File: src/rtl/spram_arb.sv
// Three-way arbiter (CPU fetch, CPU data, boot loader) for the single-port code SPRAM.
// BOOT/RUN sequencing keeps the core off the memory until the loader has finished.
module spram_arb #(
    parameter int MAXWAIT = 7
) (
    input  logic        clk,
    input  logic        rstn,
    input  logic        c_req,
    input  logic [31:0] c_adrs,
    output logic        c_gnt,
    output logic        c_rvalid,
    output logic        c_rerr,
    input  logic        d_req,
    input  logic        d_we,
    input  logic [3:0]  d_wst,
    input  logic [31:0] d_adrs,
    input  logic [31:0] d_din,
    output logic        d_gnt,
    output logic        d_rvalid,
    output logic        d_rerr,
    input  logic        l_req,
    input  logic        l_we,
    input  logic [3:0]  l_wst,
    input  logic [31:0] l_adrs,
    input  logic [31:0] l_din,
    output logic        l_gnt,
    output logic        l_rvalid,
    output logic        l_rerr,
    input  logic        l_done,
    output logic [31:0] rdata,
    output logic        boot,
    output logic        mcs,
    output logic        mwe,
    output logic [3:0]  mwst,
    output logic [13:0] madrs,
    output logic [31:0] mdin,
    input  logic [31:0] mdout
);
    localparam logic [1:0] IC = 2'd0;
    localparam logic [1:0] ID = 2'd1;
    localparam logic [1:0] IL = 2'd2;
    localparam logic [3:0] WMAX = 4'(MAXWAIT);

    typedef struct packed {
        logic        we;
        logic [3:0]  wst;
        logic [31:0] adrs;
        logic [31:0] din;
    } req_t;

    typedef struct packed {
        logic       vld;
        logic [1:0] id;
        logic       err;
    } owner_t;

    typedef enum logic {BOOT, RUN} state_t;

    state_t     state;
    owner_t     owner;
    logic [3:0] c_wait, l_wait;
    logic [2:0] gnt;
    logic [1:0] gid;
    req_t       sel;
    logic       any, err, acc, c_pro, l_pro;
    logic       unused_ok;

    assign c_pro = (state == RUN) && (c_wait == WMAX);
    assign l_pro = (l_wait == WMAX);

    // Promotion overrides the D > C > L base order; only L may touch memory in BOOT.
    always_comb begin
        gnt = '0;
        if (rstn) begin
            if (state == BOOT)       gnt[IL] = l_req;
            else if (c_req && c_pro) gnt[IC] = 1'b1;
            else if (l_req && l_pro) gnt[IL] = 1'b1;
            else if (d_req)          gnt[ID] = 1'b1;
            else if (c_req)          gnt[IC] = 1'b1;
            else if (l_req)          gnt[IL] = 1'b1;
        end
    end

    always_comb begin
        sel = '{we: l_we, wst: l_wst, adrs: l_adrs, din: l_din};
        gid = IL;
        if (gnt[ID]) begin
            sel = '{we: d_we, wst: d_wst, adrs: d_adrs, din: d_din};
            gid = ID;
        end else if (gnt[IC]) begin
            sel = '{we: 1'b0, wst: 4'h0, adrs: c_adrs, din: 32'h0};
            gid = IC;
        end
    end

    assign any = |gnt;
    assign err = |sel.adrs[31:16];
    assign acc = any && !err;

    assign c_gnt = gnt[IC];
    assign d_gnt = gnt[ID];
    assign l_gnt = gnt[IL];

    assign mcs   = acc;
    assign mwe   = acc && sel.we;
    assign mwst  = (acc && sel.we) ? sel.wst : 4'h0;
    assign madrs = acc ? sel.adrs[15:2] : 14'h0;
    assign mdin  = acc ? sel.din : 32'h0;

    // Byte offset is irrelevant to a word-wide memory.
    assign unused_ok = ^sel.adrs[1:0];

    always_ff @(posedge clk or negedge rstn) begin
        if (!rstn) begin
            state  <= BOOT;
            owner  <= '0;
            c_wait <= 4'h0;
            l_wait <= 4'h0;
        end else begin
            if (state == BOOT && l_done)
                state <= RUN;
            owner <= '{vld: any, id: gid, err: err};
            if (state == RUN && c_req && !gnt[IC])
                c_wait <= (c_wait == WMAX) ? c_wait : 4'(c_wait + 4'd1);
            else
                c_wait <= 4'h0;
            if (l_req && !gnt[IL])
                l_wait <= (l_wait == WMAX) ? l_wait : 4'(l_wait + 4'd1);
            else
                l_wait <= 4'h0;
        end
    end

    assign boot     = (state == BOOT);
    assign c_rvalid = owner.vld && owner.id == IC;
    assign d_rvalid = owner.vld && owner.id == ID;
    assign l_rvalid = owner.vld && owner.id == IL;
    assign c_rerr   = c_rvalid && owner.err;
    assign d_rerr   = d_rvalid && owner.err;
    assign l_rerr   = l_rvalid && owner.err;
    assign rdata    = mdout;

endmodule

File: config.mk
export PLATFORM = sky130hd
export DESIGN_NAME = spram_arb
export DESIGN_NICKNAME = d
export VERILOG_FILES = /design/src/rtl/spram_arb.sv
export SDC_FILE = /design/constraint.sdc
export NUM_CORES = 1
export LEC_CHECK = 0
export BUFFER_PORTS_ARGS = -buffer_cell sky130_fd_sc_hd__buf_2
export CAP_MARGIN = 20
export CORE_AREA = 3 3 116 118
export CTS_BUF_LIST = sky130_fd_sc_hd__clkbuf_4 sky130_fd_sc_hd__clkbuf_8
export DETAILED_ROUTE_END_ITERATION = 8
export DIE_AREA = 0 0 119 121
export SKIP_CTS_REPAIR_TIMING = 1
export SLEW_MARGIN = 15
export SYNTH_ARGS = -nofsm -noshare
export SYNTH_HDL_FRONTEND = slang
export SYNTH_SLANG_ARGS = --single-unit
File: constraint.sdc
create_clock -name clk -period 2.65 [get_ports clk]
set_clock_uncertainty 0.05 [all_clocks]
set_input_delay 0.265 -clock clk [delete_from_list [all_inputs] [get_ports clk]]
set_output_delay 0.265 -clock clk [all_outputs]
set_load 0.005 [all_outputs]
==> results of run 1 <==
-- worst paths after layout --
path	start	endpoint	slack (ns)	cells after the start
max in group asynchronous	rstn	c_wait[2]	1.28	3
min	l_done	state	0.17	2
min reg2reg	c_wait[1]	c_wait[1]	0.50	2
max reg2reg	l_wait[0]	owner[0]	0.85	7
min in group asynchronous	rstn	l_wait[3]	0.52	3
max	l_wait[0]	mwst[2]	0.08	9
-- layer usage --
metal,vias to the layer above,GRT usage [%],routed length (um)
li1,1327,-,-
met1,1223,14.0,3700
met2,141,15.9,4320
met3,18,0.699,699
met4,0,2.82,99
met5,-,0,0
-- logic make-up (layout without fill, tap and decap cells) --
| kind of cell | count (synthesis) | in the layout | synth area share (%) |
|---|---|---|---|
| adders and majority gates | 2 | 2 | 1.34 |
| muxes | 15 | 15 | 8.04 |
| buffers and inverters | 54 | 258 | 18.6 |
| AOI/OAI and AO/OA | 64 | 64 | 24.8 |
| xor gates and xnor gates | 3 | 3 | 1.41 |
| and+or+nand+nor | 107 | 107 | 28.5 |
| DFF | 13 | 13 | 17.4 |
-- worst max-delay path, cell delays in order, from the launching register on --
cell and delay [ns]:
dfrtp_1 0.43, ha_4 0.17, and4b_2 0.28, a211o_1 0.17, inv_4 0.04, a21o_1 0.18
o21ai_4 0.30, buf_12 0.22, nor3_1 0.07, buf_2 0.14
-- flip-flops by register name, indices dropped and copies added (netlist names) --
| name | flops |
|---|---|
| owner | 4 |
| c_wait | 4 |
| l_wait | 4 |
| state | 1 |
-- power breakdown --
part	internal [mW]	switching, mW
registers	0.210	0.0113
clock network	0.116	0.0715
logic	0.211	0.182
total	0.538	0.265
-- cell usage in the layout (no fill, tap or decap), types with 3 or more instances in the layout --
cell	count
a211oi_1	6
and2_1	3
nand2_1	9
mux2i_1	14
buf_4	9
buf_12	4
dfrtp_1	13
nor4_1	12
clkbuf_8	3
nor2_1	54
or2_2	3
inv_1	3
buf_2	231
a211oi_2	8
nor3_1	4
a22oi_1	36
o21ai_0	5
nand3_1	6
-- final cells by class --
class                      count  area, um^2
fill                        1401        9270
timing repair buffer         250        1400
multi-input combinational    191        1300
sequential                    13         325
tap                          172         215
clock buffer                   4        48.8
inverter                       4        17.5
-- per-stage QoR --
step / setup WS [ns] / cells / power [mW] / setup TNS (ns)
3_5_place_dp: 0.208 / 618 / 0.577 / 0
5_1_grt: -0.0251 / 634 / 0.861 / -0.216
4_1_cts: -0.0764 / 622 / 0.770 / -0.991
6_report: 0.0805 / 634 / 0.803 / 0
3_3_place_gp: 0.231 / 618 / 0.575 / 0
2_1_floorplan: 0.517 / 258 / 0.407 / 0
==> summary.md, run 1 <==
| Metric | Value |
|---|---|
| Fin. max-slew vios | `0` |
| DR DRC count | `0` |
| Synth top area share | `17.4%` |
| #FFs+latches synth | `13` |
| H-tree levels | `1` |
| Max IR drop VDD | `0.103 mV` |
| # Max-Cap Violations | `0` |
| Minimum clock period | `2.57 ns` |
| Number of diodes | `0` |
| Netlist cell types | `34` |
| Final Cycle Share | `97.0%` |
| Sequential share of the synthesized area | `17.4%` |
| Rows | `41` |
| Clock Path Buffers | `2` |
| CP Data Arrival Time | `2.25 ns` |
| Worst-path clk slew | `0.06 ns` |
| Run status | `complete, no violations` |
| Area Growth Syn to Fin | `76.8%` |
| Hold Crit Class | `input port to register` |
| CTS tree | `yes` |
| CTS Buf Count | `3` |
| Placed cell area | `0.00302 mm^2` |
| Worst-margin pin slew | `0.408 ns` |
| CP Max Fanout | `26` |
| Worst skew pair latency | `0.24 ns` |
| I/O pin total | `302` |
| Final Util | `26.3%` |
| Hold_ws | `0.166 ns` |
| Layout cells sized above 1 | `59.7%` |
| Die X-Extent | `119 um` |
| Ys async rst share | `100%` |
| Initial core utilization | `14.9%` |
| Most common cell in the netlist | `nor2_1` |
| Syn nets | `468` |
| PD cells | `243 mW/mm^2` |
| Post-synth EDFFs | `0` |
| Area contributors post-synth | `dfrtp_1 17%, a22oi_1 15%, buf_4 13%` |
| Die Area | `0.0144 mm^2` |
| Routed wire length | `8.82 mm` |
| RSZ-0062 raised after global routing | `true` |
| Fin area | `0.00330 mm^2` |
| Worst Path Required | `2.34 ns` |
| Grt ovf | `0` |
| Vias in the first global route | `2291` |
| DR WL/cell | `13.9 um` |
| Worst setup SP type | `register` |
| Synth warn | `0` |
| Largest net degree at the start of global routing | `40` |
| Hold Fails Final Rpt | `0` |
| F_max | `0.389 GHz` |
| Final Wtd Congestion | `0.814` |
| Mapped Cells | `258` |
| I/O Buffers | `231` |
| Most frequent cells after synthesis | `54 x nor2_1, 37 x a22oi_1, 33 x buf_4, 15 x mux2i_1, 14 x a211oi_1` |
| Die height | `121 um` |
| First-pass GRT wire length | `11.7 mm` |
| Total number of vias | `2709` |
| Synth Flop Type | `dfrtp_1` |
| Mapped Area | `0.00187 mm^2` |
| Vias per inst | `4.27` |
| Synth Area per Inst | `7.24 um^2` |
| Gr usage total | `9.84%` |
| Initial antenna violation count | `0` |
| Clk root buf | `clkbuf_8` |
| Final net count | `673` |
| Drt first-iter violations | `149` |
| Core Area | `0.0126 mm^2` |
| Leakage power | `1.78 nW` |
| # setup viols final | `0` |
| Largest area contributor in the netlist | `dfrtp_1` |
| CP Class | `register to output port` |
| Hpwl dp | `6.87 mm` |
| Slew headroom | `72.8%` |
| Crit. End Element | `output port` |
| Clk sink count | `13` |
| TritonRoute pass-1 iters | `5` |
| DRT antenna net count | `0` |
No activity file was read; power rests on OpenSTA's default activity.
==> inputs of run 2 (changes only) <==
Settings changed: CELL_PAD_IN_SITES_DETAIL_PLACEMENT from default to 0, CELL_PAD_IN_SITES_GLOBAL_PLACEMENT from default to 1, PLACE_DENSITY_LB_ADDON from default to 0.1.
==> run 2 against run 1 <==
The flow now finishes with violations (negative setup slack). Register-to-register slack worse by 0.11 ns. Maximum frequency down 3.3%. Sequential share of layout area down 0.59 points. Design area up 6.4%. Hold slack worse by 0.0079 ns. Flip-flop and latch count unchanged. Clock power about the same. Die area unchanged. Routed wire length up 16%. Clock-buffer cell count unchanged. Total power up 4.0%. Setup slack worse by 0.088 ns. Critical path type unchanged. Largest cell class unchanged. Largest power group unchanged. Highest routed layer unchanged.
==> summary.md, run 2 (synthesis results as in run 1) <==
| Metric | Value |
|---|---|
| Run status | `finished, violations left` |
| Failing checks | `negative setup slack` |
| Gr usage total | `11.7%` |
| First-pass GRT wire length | `13.7 mm` |
| Number of diodes | `0` |
| Final net count | `682` |
| # Max-Cap Violations | `0` |
| DR WL/cell | `15.9 um` |
| I/O Buffers | `231` |
| Biggest regs | `c_wait (4), l_wait (4), owner (4)` |
| Max Used Layer | `met4` |
| Rows | `41` |
| Storage element area | `325 um^2` |
| Slowest-stage cell, CP | `dfrtp_1` |
| Grt ovf | `0` |
| Most frequent cells in the layout | `230 x buf_2, 46 x nor2_1, 36 x a22oi_1` |
| Met1 WL | `3.92 mm` |
| DR DRC count | `0` |
| Worst-margin pin slew | `0.492 ns` |
| DRT antenna net count | `0` |
| Post-route worst setup slack | `-0.00778 ns` |
| Core Area | `0.0126 mm^2` |
| Clock Path Buffers | `2` |
| Hold Fails Final Rpt | `0` |
| RSZ-0062 raised after global routing | `true` |
| Hold_ws | `0.158 ns` |
| CP Max Fanout | `10` |
| Crit. End Element | `output port` |
| Worst skew pair latency | `0.25 ns` |
| Final Util | `28.0%` |
| Vias in the first global route | `2639` |
| F_max | `0.376 GHz` |
| Initial core utilization | `14.9%` |
| Multi-input gate area | `0.00139 mm^2` |
| Clk sink count | `13` |
| Die Area | `0.0144 mm^2` |
| Placed cell area | `0.00302 mm^2` |
| Crit-path most repeated cell | `buf_12` |
| # setup viols final | `1` |
| Final Cycle Share | `100%` |
| Fin. max-slew vios | `0` |
| Routed wire length | `10.2 mm` |
| Die height | `121 um` |
| Commonest non-fill, non-tap cell in the layout | `buf_2` |
| Worst-path clk slew | `0.06 ns` |
| Total power draw | `0.835 mW` |
| CTS tree | `yes` |
| Die X-Extent | `119 um` |
| CTS Buf Count | `3` |
| Leakage power | `1.85 nW` |
| Minimum clock period | `2.66 ns` |
| Worst Path Required | `2.34 ns` |
| TritonRoute pass-1 iters | `4` |
| Slowest stage delay, CP | `0.42 ns` |
| Fillers | `1404` |
| Slew headroom | `67.2%` |
| Fin area | `0.00351 mm^2` |
| Final Wtd Congestion | `0.763` |
| CP Cell Sequence | `ha_4 > and4b_2 > a211o_1 > inv_4 > a21o_4 > o21ai_4 > buf_12 > buf_12 > nor3_2 > buf_2` |
| I/O pin total | `302` |
| Met3 routed WL | `648 um` |
| Largest net degree at the start of global routing | `40` |
| Worst setup SP type | `register` |
| Hold Crit Class | `input port to register` |
| Hpwl dp | `7.80 mm` |
| H-tree levels | `1` |
| Vias per inst | `4.18` |
| Layout cells sized above 1 | `64.1%` |
| CP Class | `register to output port` |
| CP Data Arrival Time | `2.34 ns` |
| PD cells | `237 mW/mm^2` |
| Met2 wire length | `5.61 mm` |
| Drt first-iter violations | `90` |
| Initial antenna violation count | `0` |
| Clk root buf | `clkbuf_8` |
| Total number of vias | `2689` |
| Max IR drop VDD | `0.104 mV` |
| Area Growth Syn to Fin | `88.1%` |
==> run 2: cell types whose count changed in the layout (fill, tap and decap cells not counted), sizes merged <==
| cell | change |
|---|---|
| clkbuf | +1 |
| buf | +7 |
| o21ai | +1 |
==> run 2: final timing paths <==
kind | start | end | slack, ns | cells after the start
worst min-delay path | l_done | state | 0.16 | 2
worst max register to register | l_wait[0] | owner[1] | 0.74 | 8
worst min register to register | c_wait[1] | c_wait[1] | 0.50 | 2
max in group asynchronous | rstn | l_wait[3] | 1.69 | 3
worst max-delay path | l_wait[0] | mwst[0] | -0.008 | 10
min in group asynchronous | rstn | c_wait[0] | 0.43 | 2
==> run 2: worst max-delay path, delay by kind of cell (launching register included) <==
kind            cells  cell delay, ns
buf+inv             4            0.54
compound gates      3            0.52
simple gates        2            0.42
flops               1            0.42
fa+ha+maj           1            0.19
==> run 2: layer usage <==
| layer | global-route usage, % | up-vias |
|---|---|---|
| li1 | - | 1344 |
| met1 | 12.7 | 1225 |
| met2 | 23.2 | 112 |
| met3 | 2.70 | 8 |
| met4 | 1.96 | 0 |
| met5 | 0 | - |
==> run 2: report_power, final <==
part / internal, mW / switching, mW / total, mW
sequential: 0.210 / 0.0111 / 0.221
combinational: 0.230 / 0.193 / 0.423
clock: 0.116 / 0.0735 / 0.190
==> run 2: area by class of cell <==
type | count | share of cell area, %
repair buffers | 258 | 43.3
clock buffers | 4 | 1.39
well taps | 172 | 6.12
flip-flops and latches | 13 | 9.26
inverters | 4 | 0.498
multi-input cells | 192 | 39.4
==> run 2: stage by stage <==
step                worst slack [ns]  instances  TNS (ns)
global route                  -0.111        643     -2.02
floorplan                      0.517        258         0
finish                      -0.00778        643  -0.00778
global placement              0.0587        621         0
detailed placement            0.0562        621         0
CTS                           -0.221        625     -7.26
